==> src/rtl/uart_pkg.sv <==
`default_nettype none
// uart_pkg: command codes and field widths shared by the UART debug decoder and read arbiter.
package uart_pkg;
  parameter int CMDLENGTH = 8;
  parameter int IRLENGTH  = 8;

  parameter logic [CMDLENGTH-1:0] CMD_NOP       = 8'h00;
  parameter logic [CMDLENGTH-1:0] CMD_READ      = 8'h01;
  parameter logic [CMDLENGTH-1:0] CMD_CONT_READ = 8'h02;
  parameter logic [CMDLENGTH-1:0] CMD_RESET     = 8'h03;
endpackage
`default_nettype wire

==> src/rtl/read_arbiter.sv <==
`default_nettype none
// read_arbiter: turns decoder read commands into register reads and streams the
// read value LSB-first as bytes to the UART transmitter; supports continuous read.
module read_arbiter
  import uart_pkg::*;
#(
  parameter int DATA_WIDTH = 41
) (
  input  logic                  CLK_I,
  input  logic                  RST_NI,
  input  logic [CMDLENGTH-1:0]  COMMAND_I,
  input  logic [IRLENGTH-1:0]   ADDRESS_I,
  input  logic                  VALID_I,
  output logic                  READY_O,
  output logic                  REG_REQ_O,
  output logic [IRLENGTH-1:0]   REG_ADDR_O,
  input  logic                  REG_ACK_I,
  input  logic [DATA_WIDTH-1:0] REG_DATA_I,
  output logic [7:0]            TX_DATA_O,
  output logic                  TX_VALID_O,
  input  logic                  TX_READY_I,
  output logic                  DTM_RESET_O
);

  localparam int NBYTES = (DATA_WIDTH + 7) / 8;
  localparam int CNT_W  = (NBYTES > 1) ? $clog2(NBYTES) : 1;
  localparam logic [CNT_W-1:0] LAST_BYTE = CNT_W'(NBYTES - 1);

  typedef enum logic [1:0] {
    ST_IDLE = 2'd0,
    ST_REQ  = 2'd1,
    ST_SEND = 2'd2,
    ST_CONT = 2'd3
  } state_t;

  state_t                  state_q, state_d;
  logic [IRLENGTH-1:0]     addr_q, addr_d;
  logic [NBYTES*8-1:0]     data_q, data_d;
  logic [CNT_W-1:0]        cnt_q, cnt_d;
  logic                    cont_q, cont_d;
  logic                    dtm_reset_q, dtm_reset_d;

  always_comb begin
    state_d     = state_q;
    addr_d      = addr_q;
    data_d      = data_q;
    cnt_d       = cnt_q;
    cont_d      = cont_q;
    dtm_reset_d = 1'b0;

    case (state_q)
      ST_IDLE, ST_CONT: begin
        if (VALID_I) begin
          // A command in ST_CONT ends the repeat loop and is handled as from idle.
          case (COMMAND_I)
            CMD_READ, CMD_CONT_READ: begin
              addr_d  = ADDRESS_I;
              cont_d  = (COMMAND_I == CMD_CONT_READ);
              state_d = ST_REQ;
            end
            CMD_RESET: begin
              addr_d      = '0;
              data_d      = '0;
              cnt_d       = '0;
              cont_d      = 1'b0;
              dtm_reset_d = 1'b1;
              state_d     = ST_IDLE;
            end
            default: begin
              cont_d  = 1'b0;
              state_d = ST_IDLE;
            end
          endcase
        end else if (state_q == ST_CONT) begin
          state_d = ST_REQ;
        end
      end

      ST_REQ: begin
        if (REG_ACK_I) begin
          data_d                 = '0;
          data_d[DATA_WIDTH-1:0] = REG_DATA_I;
          cnt_d                  = '0;
          state_d                = ST_SEND;
        end
      end

      ST_SEND: begin
        if (TX_READY_I) begin
          if (cnt_q == LAST_BYTE) begin
            cnt_d   = '0;
            state_d = cont_q ? ST_CONT : ST_IDLE;
          end else begin
            cnt_d = cnt_q + 1'b1;
          end
        end
      end

      default: state_d = ST_IDLE;
    endcase
  end

  always_ff @(posedge CLK_I or negedge RST_NI) begin
    if (!RST_NI) begin
      state_q     <= ST_IDLE;
      addr_q      <= '0;
      data_q      <= '0;
      cnt_q       <= '0;
      cont_q      <= 1'b0;
      dtm_reset_q <= 1'b0;
    end else begin
      state_q     <= state_d;
      addr_q      <= addr_d;
      data_q      <= data_d;
      cnt_q       <= cnt_d;
      cont_q      <= cont_d;
      dtm_reset_q <= dtm_reset_d;
    end
  end

  // Outputs decode only the state register, so REG_REQ_O and TX_VALID_O are exclusive.
  assign READY_O     = (state_q == ST_IDLE) || (state_q == ST_CONT);
  assign REG_REQ_O   = (state_q == ST_REQ);
  assign REG_ADDR_O  = addr_q;
  assign TX_VALID_O  = (state_q == ST_SEND);
  assign TX_DATA_O   = TX_VALID_O ? data_q[{cnt_q, 3'b000} +: 8] : 8'h00;
  assign DTM_RESET_O = dtm_reset_q;

endmodule
`default_nettype wire

==> config.mk <==
export PLATFORM = sky130hd
export DESIGN_NAME = read_arbiter
export DESIGN_NICKNAME = d
export VERILOG_FILES = /design/src/rtl/uart_pkg.sv /design/src/rtl/read_arbiter.sv
export SDC_FILE = /design/constraint.sdc
export NUM_CORES = 1
export LEC_CHECK = 0
export CAP_MARGIN = 0
export CORE_MARGIN = 2
export CORE_UTILIZATION = 42
export CTS_CLUSTER_DIAMETER = 80
export CTS_CLUSTER_SIZE = 16
export DETAILED_ROUTE_END_ITERATION = 6
export PLACE_DENSITY = 0.76
export SYNTH_ARGS = -nofsm -noshare
export SYNTH_HDL_FRONTEND = slang
export SYNTH_SLANG_ARGS = --single-unit
==> constraint.sdc <==
create_clock -name CLK_I -period 1.9 [get_ports CLK_I]
set_input_delay 0.285 -clock CLK_I [delete_from_list [all_inputs] [get_ports CLK_I]]
set_output_delay 0.285 -clock CLK_I [all_outputs]
set_load 0.01 [all_outputs]
======== After elaboration in Yosys (flattened, before gate mapping) ========
Index checks and enable logic that the tools add are counted.
storage, ports and cells
  register bits after elaboration ......... 63
  bits of input ports ..................... 62
operators by class
  $add $sub $neg .......................... 1
  multiplexer cells ....................... 24
  shifts and indexed selects .............. 1
  equal/unequal tests ..................... 13
  reduce and logical (&&, ||, !) cells .... 11
operators by type and width
  operator                                                         count
  48-bit two-way mux                                               3
  48-bit case mux with 2 select lines                              1
  48-bit by 7-bit indexed part select with 8-bit output            1
  8-bit by 2-bit == test with 1-bit output, second input constant  2
  8-bit case mux with 2 select lines                               1
  3-bit two-way mux                                                5
  2-bit two-way mux                                                6
  4-bit AND reduction                                              3
  3-bit case mux with 3 select lines                               1
  8-bit by 1-bit == test with 1-bit output, second input constant  1
  8-bit two-way mux                                                1
  2-bit by 1-bit != test with 1-bit output, second input constant  4
  2-bit case mux with 3 select lines                               1
  1-bit two-way mux                                                5
  2-bit == test, second input constant                             2
  2-bit nonzero test                                               2
  2-bit OR reduction                                               2
  3-bit by 1-bit adder with 3-bit output, second input constant    1
  3-bit == test, second input constant                             1
  3-bit != test, second input constant                             1
  3-bit AND reduction                                              1
  2-bit by 1-bit == test with 1-bit output, second input constant  1
  2-bit zero test                                                  1
  2-bit != test, second input constant                             1
  2 further kinds                                                  2

======== Depth between registers and ports, before layout ========
  depth in word-level cells ............... 5
  depth in mapped cells ................... 8
  gate-level depth less buffers ........... 6

======== Worst setup path after synthesis ========
OpenSTA, ideal clock, no wires.
  kind .................................... register to register
  start point ............................. register state_q[0]
  end point ............................... register addr_q[0], in the netlist REG_ADDR_O[0]
  buffers on the path ..................... 2
  data arrival time ....................... 1.836 ns
  setup slack ............................. -0.063 ns
  period minus slack after synthesis ...... 1.963 ns
  cell stages (with the launch flop) ...... 9
  cell sequence ........................... dfrtp_1 > inv_1 > ha_1 > clkbuf_1 > nand2_1 > or3_2 > clkbuf_1 > nand2_1 > nand3_1
between the ends
  longest elaborated chain between the ends .. 3
ends and longest elaborated chain
  what                                              RTL line             RTL
  start, declared                                   read_arbiter.sv:36   state_t state_q, state_d;
  start signal, assigned                            read_arbiter.sv:112  state_q <= state_d;
  2-bit == test or 2-bit zero test (tied branches)  read_arbiter.sv:51   case (state_q)
  2-bit OR reduction *                              read_arbiter.sv:51
  3-bit AND reduction (no source line) *            --
  end signal, assigned                              read_arbiter.sv:113  addr_q <= addr_d;
  end, declared                                     read_arbiter.sv:37   logic [IRLENGTH-1:0] addr_q, addr_d;
Mark *: on every way between the ends. The rest lies on a longest branch, timed or not.
A chain may end at the register's enable or synchronous reset.

======== Worst setup path after layout ========
  start point ............................. register cnt_q[0]
  end point ............................... output TX_DATA_O[5]
between the ends
  longest elaborated chain between the ends .. 2
ends and longest elaborated chain
  what                                                   RTL line             RTL
  start, declared                                        read_arbiter.sv:39   logic [CNT_W-1:0] cnt_q, cnt_d;
  start signal, assigned                                 read_arbiter.sv:115  cnt_q <= cnt_d;
  48-bit by 7-bit indexed part select with 8-bit output  read_arbiter.sv:126  assign TX_DATA_O = TX_VALID_O ? data_q[{cnt_q, 3'b000} +: 8] : 8'h00;
  8-bit two-way mux                                      read_arbiter.sv:126
  end, declared                                          read_arbiter.sv:19   output logic [7:0] TX_DATA_O,
Every way passes these cells.

==> results.cfg <==
[power_and_ir_drop]
pwr_density_cell_mw_per_mm2 = 1139
peakVddDrop_mv = 0.8062
leakage_uw = 0.001768

[synthesis]
yosysWarnings = 0
netlist_area_mm2 = 0.002673
synth.avg_cell_area_um2 = 11.67
ys_seq_elements = 56
ys_seq_area_share_pct = 52.43
netlist_instances = 229
synth_xor_area_share_pct = 0
synth.mux.area_fraction_pct = 8.755
synth_simple_gate_area_share_pct = 12.97
synthAdderAreaFrac_pct = 1.404
syn_nets = 294
synth_compound_area_share_pct = 20.65
synth_top_family_by_area = compound AO/OA/AOI/OAI gates
ys_types = 32

[clocking]
clock_sinks = 56
clk_latency_ns = 0.32
path_clk_slew_ns = 0.10
clockRootBuffer = clkbuf_8
cts.path.max_buffers = 2
cts_tree = built
cts_made_buffers = 5
htree_levels = 2

[place]
dp_hpwl_um = 4990
io_buffers = 81
post-place-ws_ns = -0.4582
place_area_mm2 = 0.003730
gp_congestion = 0.7782

[drt]
wl_um = 7511
drc = 0
num_vias = 2338
drt_iter0_drc = 131
ant_nets = 0
wire_per_inst_um = 18.14
via_per_inst = 5.647
dr.pass1.iters = 4

[floorplan]
start_util_pct = 42.82
die_x_um = 83.77
rows = 29
die_area_mm2 = 0.007017
io_pins = 82
coreArea_mm2 = 0.006241
die_y_um = 83.77

[sta]
fmax_mhz = 485.2
finalHoldViolCount = 0
worstMarginPinSlew_ns = 0.5362
period_needed_ns = 2.061
setup_violations = 8
slew_violations = 0
period_share_pct = 108.5
relSlewSlack_pct = 64.12
rsz0062_at_grt = yes
skew_ns = 0.003502
fin_ws_ns = -0.1611

[finish]
utilization_pct = 64.07
final_nets = 401
final_area_mm2 = 0.003999
antennaDiodeCount = 0
area_growth_syn_to_layout_pct = 49.63
drive_gt1_share_pct = 24.33

[worst_setup_path]
critPathLaunchType = flip-flop
worstPathMaxFanout = 3
required_ns = 1.62
crit_arrival_ns = 1.78
critPathKind = reg -> out
crit_path_end_kind = output pin

[global_routing]
grt_antenna_before_repair = 0
grt_use_total_pct = 21.72
grt_max_degree = 42
grt_pass1_wl_um = 11980
grt.overflow.total = 0
grt_pass1_vias = 2344

[min_path]
min_path_type = in -> reg

[outcome]
violations = negative setup slack
status = finished with violations

[flow_run]
drv_cap = 0
sequential cells by signal, indices dropped and copies added (netlist names):
name,cells
DTM_RESET_O,1
cont_q,1
cnt_q,3
REG_ADDR_O,8
data_q,41
state_q,2
synthesized netlist by cell type:
master | n | area (µm²)
o31a_1 | 1 | 8.760
nor3_2 | 1 | 10.01
dfrtp_1 | 56 | 1401
mux4_2 | 8 | 180.2
nand3_1 | 26 | 130.1
o211ai_1 | 2 | 15.01
mux2i_1 | 2 | 20.02
a32oi_1 | 8 | 70.07
nor4_1 | 2 | 12.51
ha_1 | 3 | 37.54
a21o_1 | 1 | 7.510
and3_1 | 2 | 12.51
nand2b_1 | 8 | 50.05
clkbuf_1 | 8 | 30.03
mux2_2 | 3 | 33.78
or4_4 | 1 | 11.26
nor4b_1 | 1 | 8.760
nand2_1 | 10 | 37.54
a21oi_1 | 9 | 45.04
o31ai_2 | 1 | 12.51
or3_1 | 1 | 6.260
nor2_1 | 9 | 33.78
or2_2 | 1 | 6.260
buf_2 | 12 | 60.06
or3_2 | 1 | 7.510
a221oi_1 | 1 | 8.760
nor2b_1 | 2 | 12.51
nand3b_1 | 1 | 7.510
a22o_1 | 42 | 367.9
inv_1 | 3 | 11.26
a31oi_1 | 1 | 6.260
o21ai_0 | 2 | 10.01
critical path: stages, from the launching register on:
cell	delay (ns)
dfrtp_1	0.42
buf_6	0.14
buf_6	0.10
mux4_2	0.50
nand2b_1	0.10
a21oi_2	0.06
buf_2	0.13
routing by layer:
layer	GRT usage (%)	vias up	wire, µm
met5	0	-	0
met4	5.572	0	73
met3	4.352	8	362
met2	35.64	73	3859
met1	29.73	1165	3215
li1	-	1092	-
cell usage in the layout, fill, tap and decap left out, types with 3 or more instances in the layout:
master           instances
a22o_1                  42
nand2_1                 10
clkdlybuf4s50_1         65
nor2_1                   8
dfrtp_1                 55
dlygate4sd2_1            3
a21oi_1                  3
a32oi_1                  8
nand3_1                 26
buf_4                   24
buf_12                   5
mux2_2                   3
buf_2                   10
a21oi_2                  6
inv_1                    3
buf_6                    6
nand2b_1                 8
mux4_2                   8
clkbuf_8                 5
what timing repair did:
item,4_1_cts,5_1_grt
gates cloned,3,2
setup endpoints to repair,61,46
hold buffers,1,0
buffers inserted,7,2
pin swaps,9,6
gates resized for setup,50,16
hold endpoints to repair,21,0
power breakdown:
part	leakage (µW)	total (µW)	switching [µW]	internal (µW)
Combinational	0.00101	2300	1020	1280
Sequential	0.000714	1590	154	1440
Clock	0.0000414	663	400	263
layout make-up:
cell class | instances | area, µm²
Inverter | 3 | 11.26
Tap cell | 77 | 96.34
Clock inverter | 2 | 16.27
Timing Repair Buffer | 120 | 1177
Clock buffer | 6 | 72.57
Fill cell | 509 | 2242
Multi-Input combinational cell | 150 | 1222
Sequential cell | 56 | 1403
path summary, 6_finish.rpt:
kind | start | to | slack, ns | cells past startpoint
max | cnt_q[0] | TX_DATA_O[5] | -0.16 | 6
min | COMMAND_I[2] | cont_q | 0.29 | 4
max reg2reg | state_q[0] | cnt_q[1] | 0.09 | 7
min reg2reg | data_q[28] | data_q[28] | 0.51 | 1
max in group asynchronous | RST_NI | data_q[10] | 0.80 | 3
min in group asynchronous | RST_NI | cont_q | 0.47 | 2
stage by stage:
stage / power [µW] / hold slack, ns / TNS [ns] / std cells
detailed placement: 3289 / 0.2805 / -20.47 / 393
finish: 4554 / 0.2880 / -1.013 / 414
CTS: 4343 / 0.4099 / -0.8505 / 412
global route: 4784 / 0.3187 / -1.623 / 414
floorplan: 2603 / -0.01059 / 0 / 229
global placement: 3211 / 0.2821 / -19.68 / 393
cell families after synthesis:
logic type	Yosys count
flip-flops	56
AND/OR/NAND/NOR	66
AO/OA/AOI/OAI	68
buffers and inverters	23
adder cells (fa/ha/maj)	3
multiplexers	13
No activity file was read; power rests on OpenSTA's default activity.
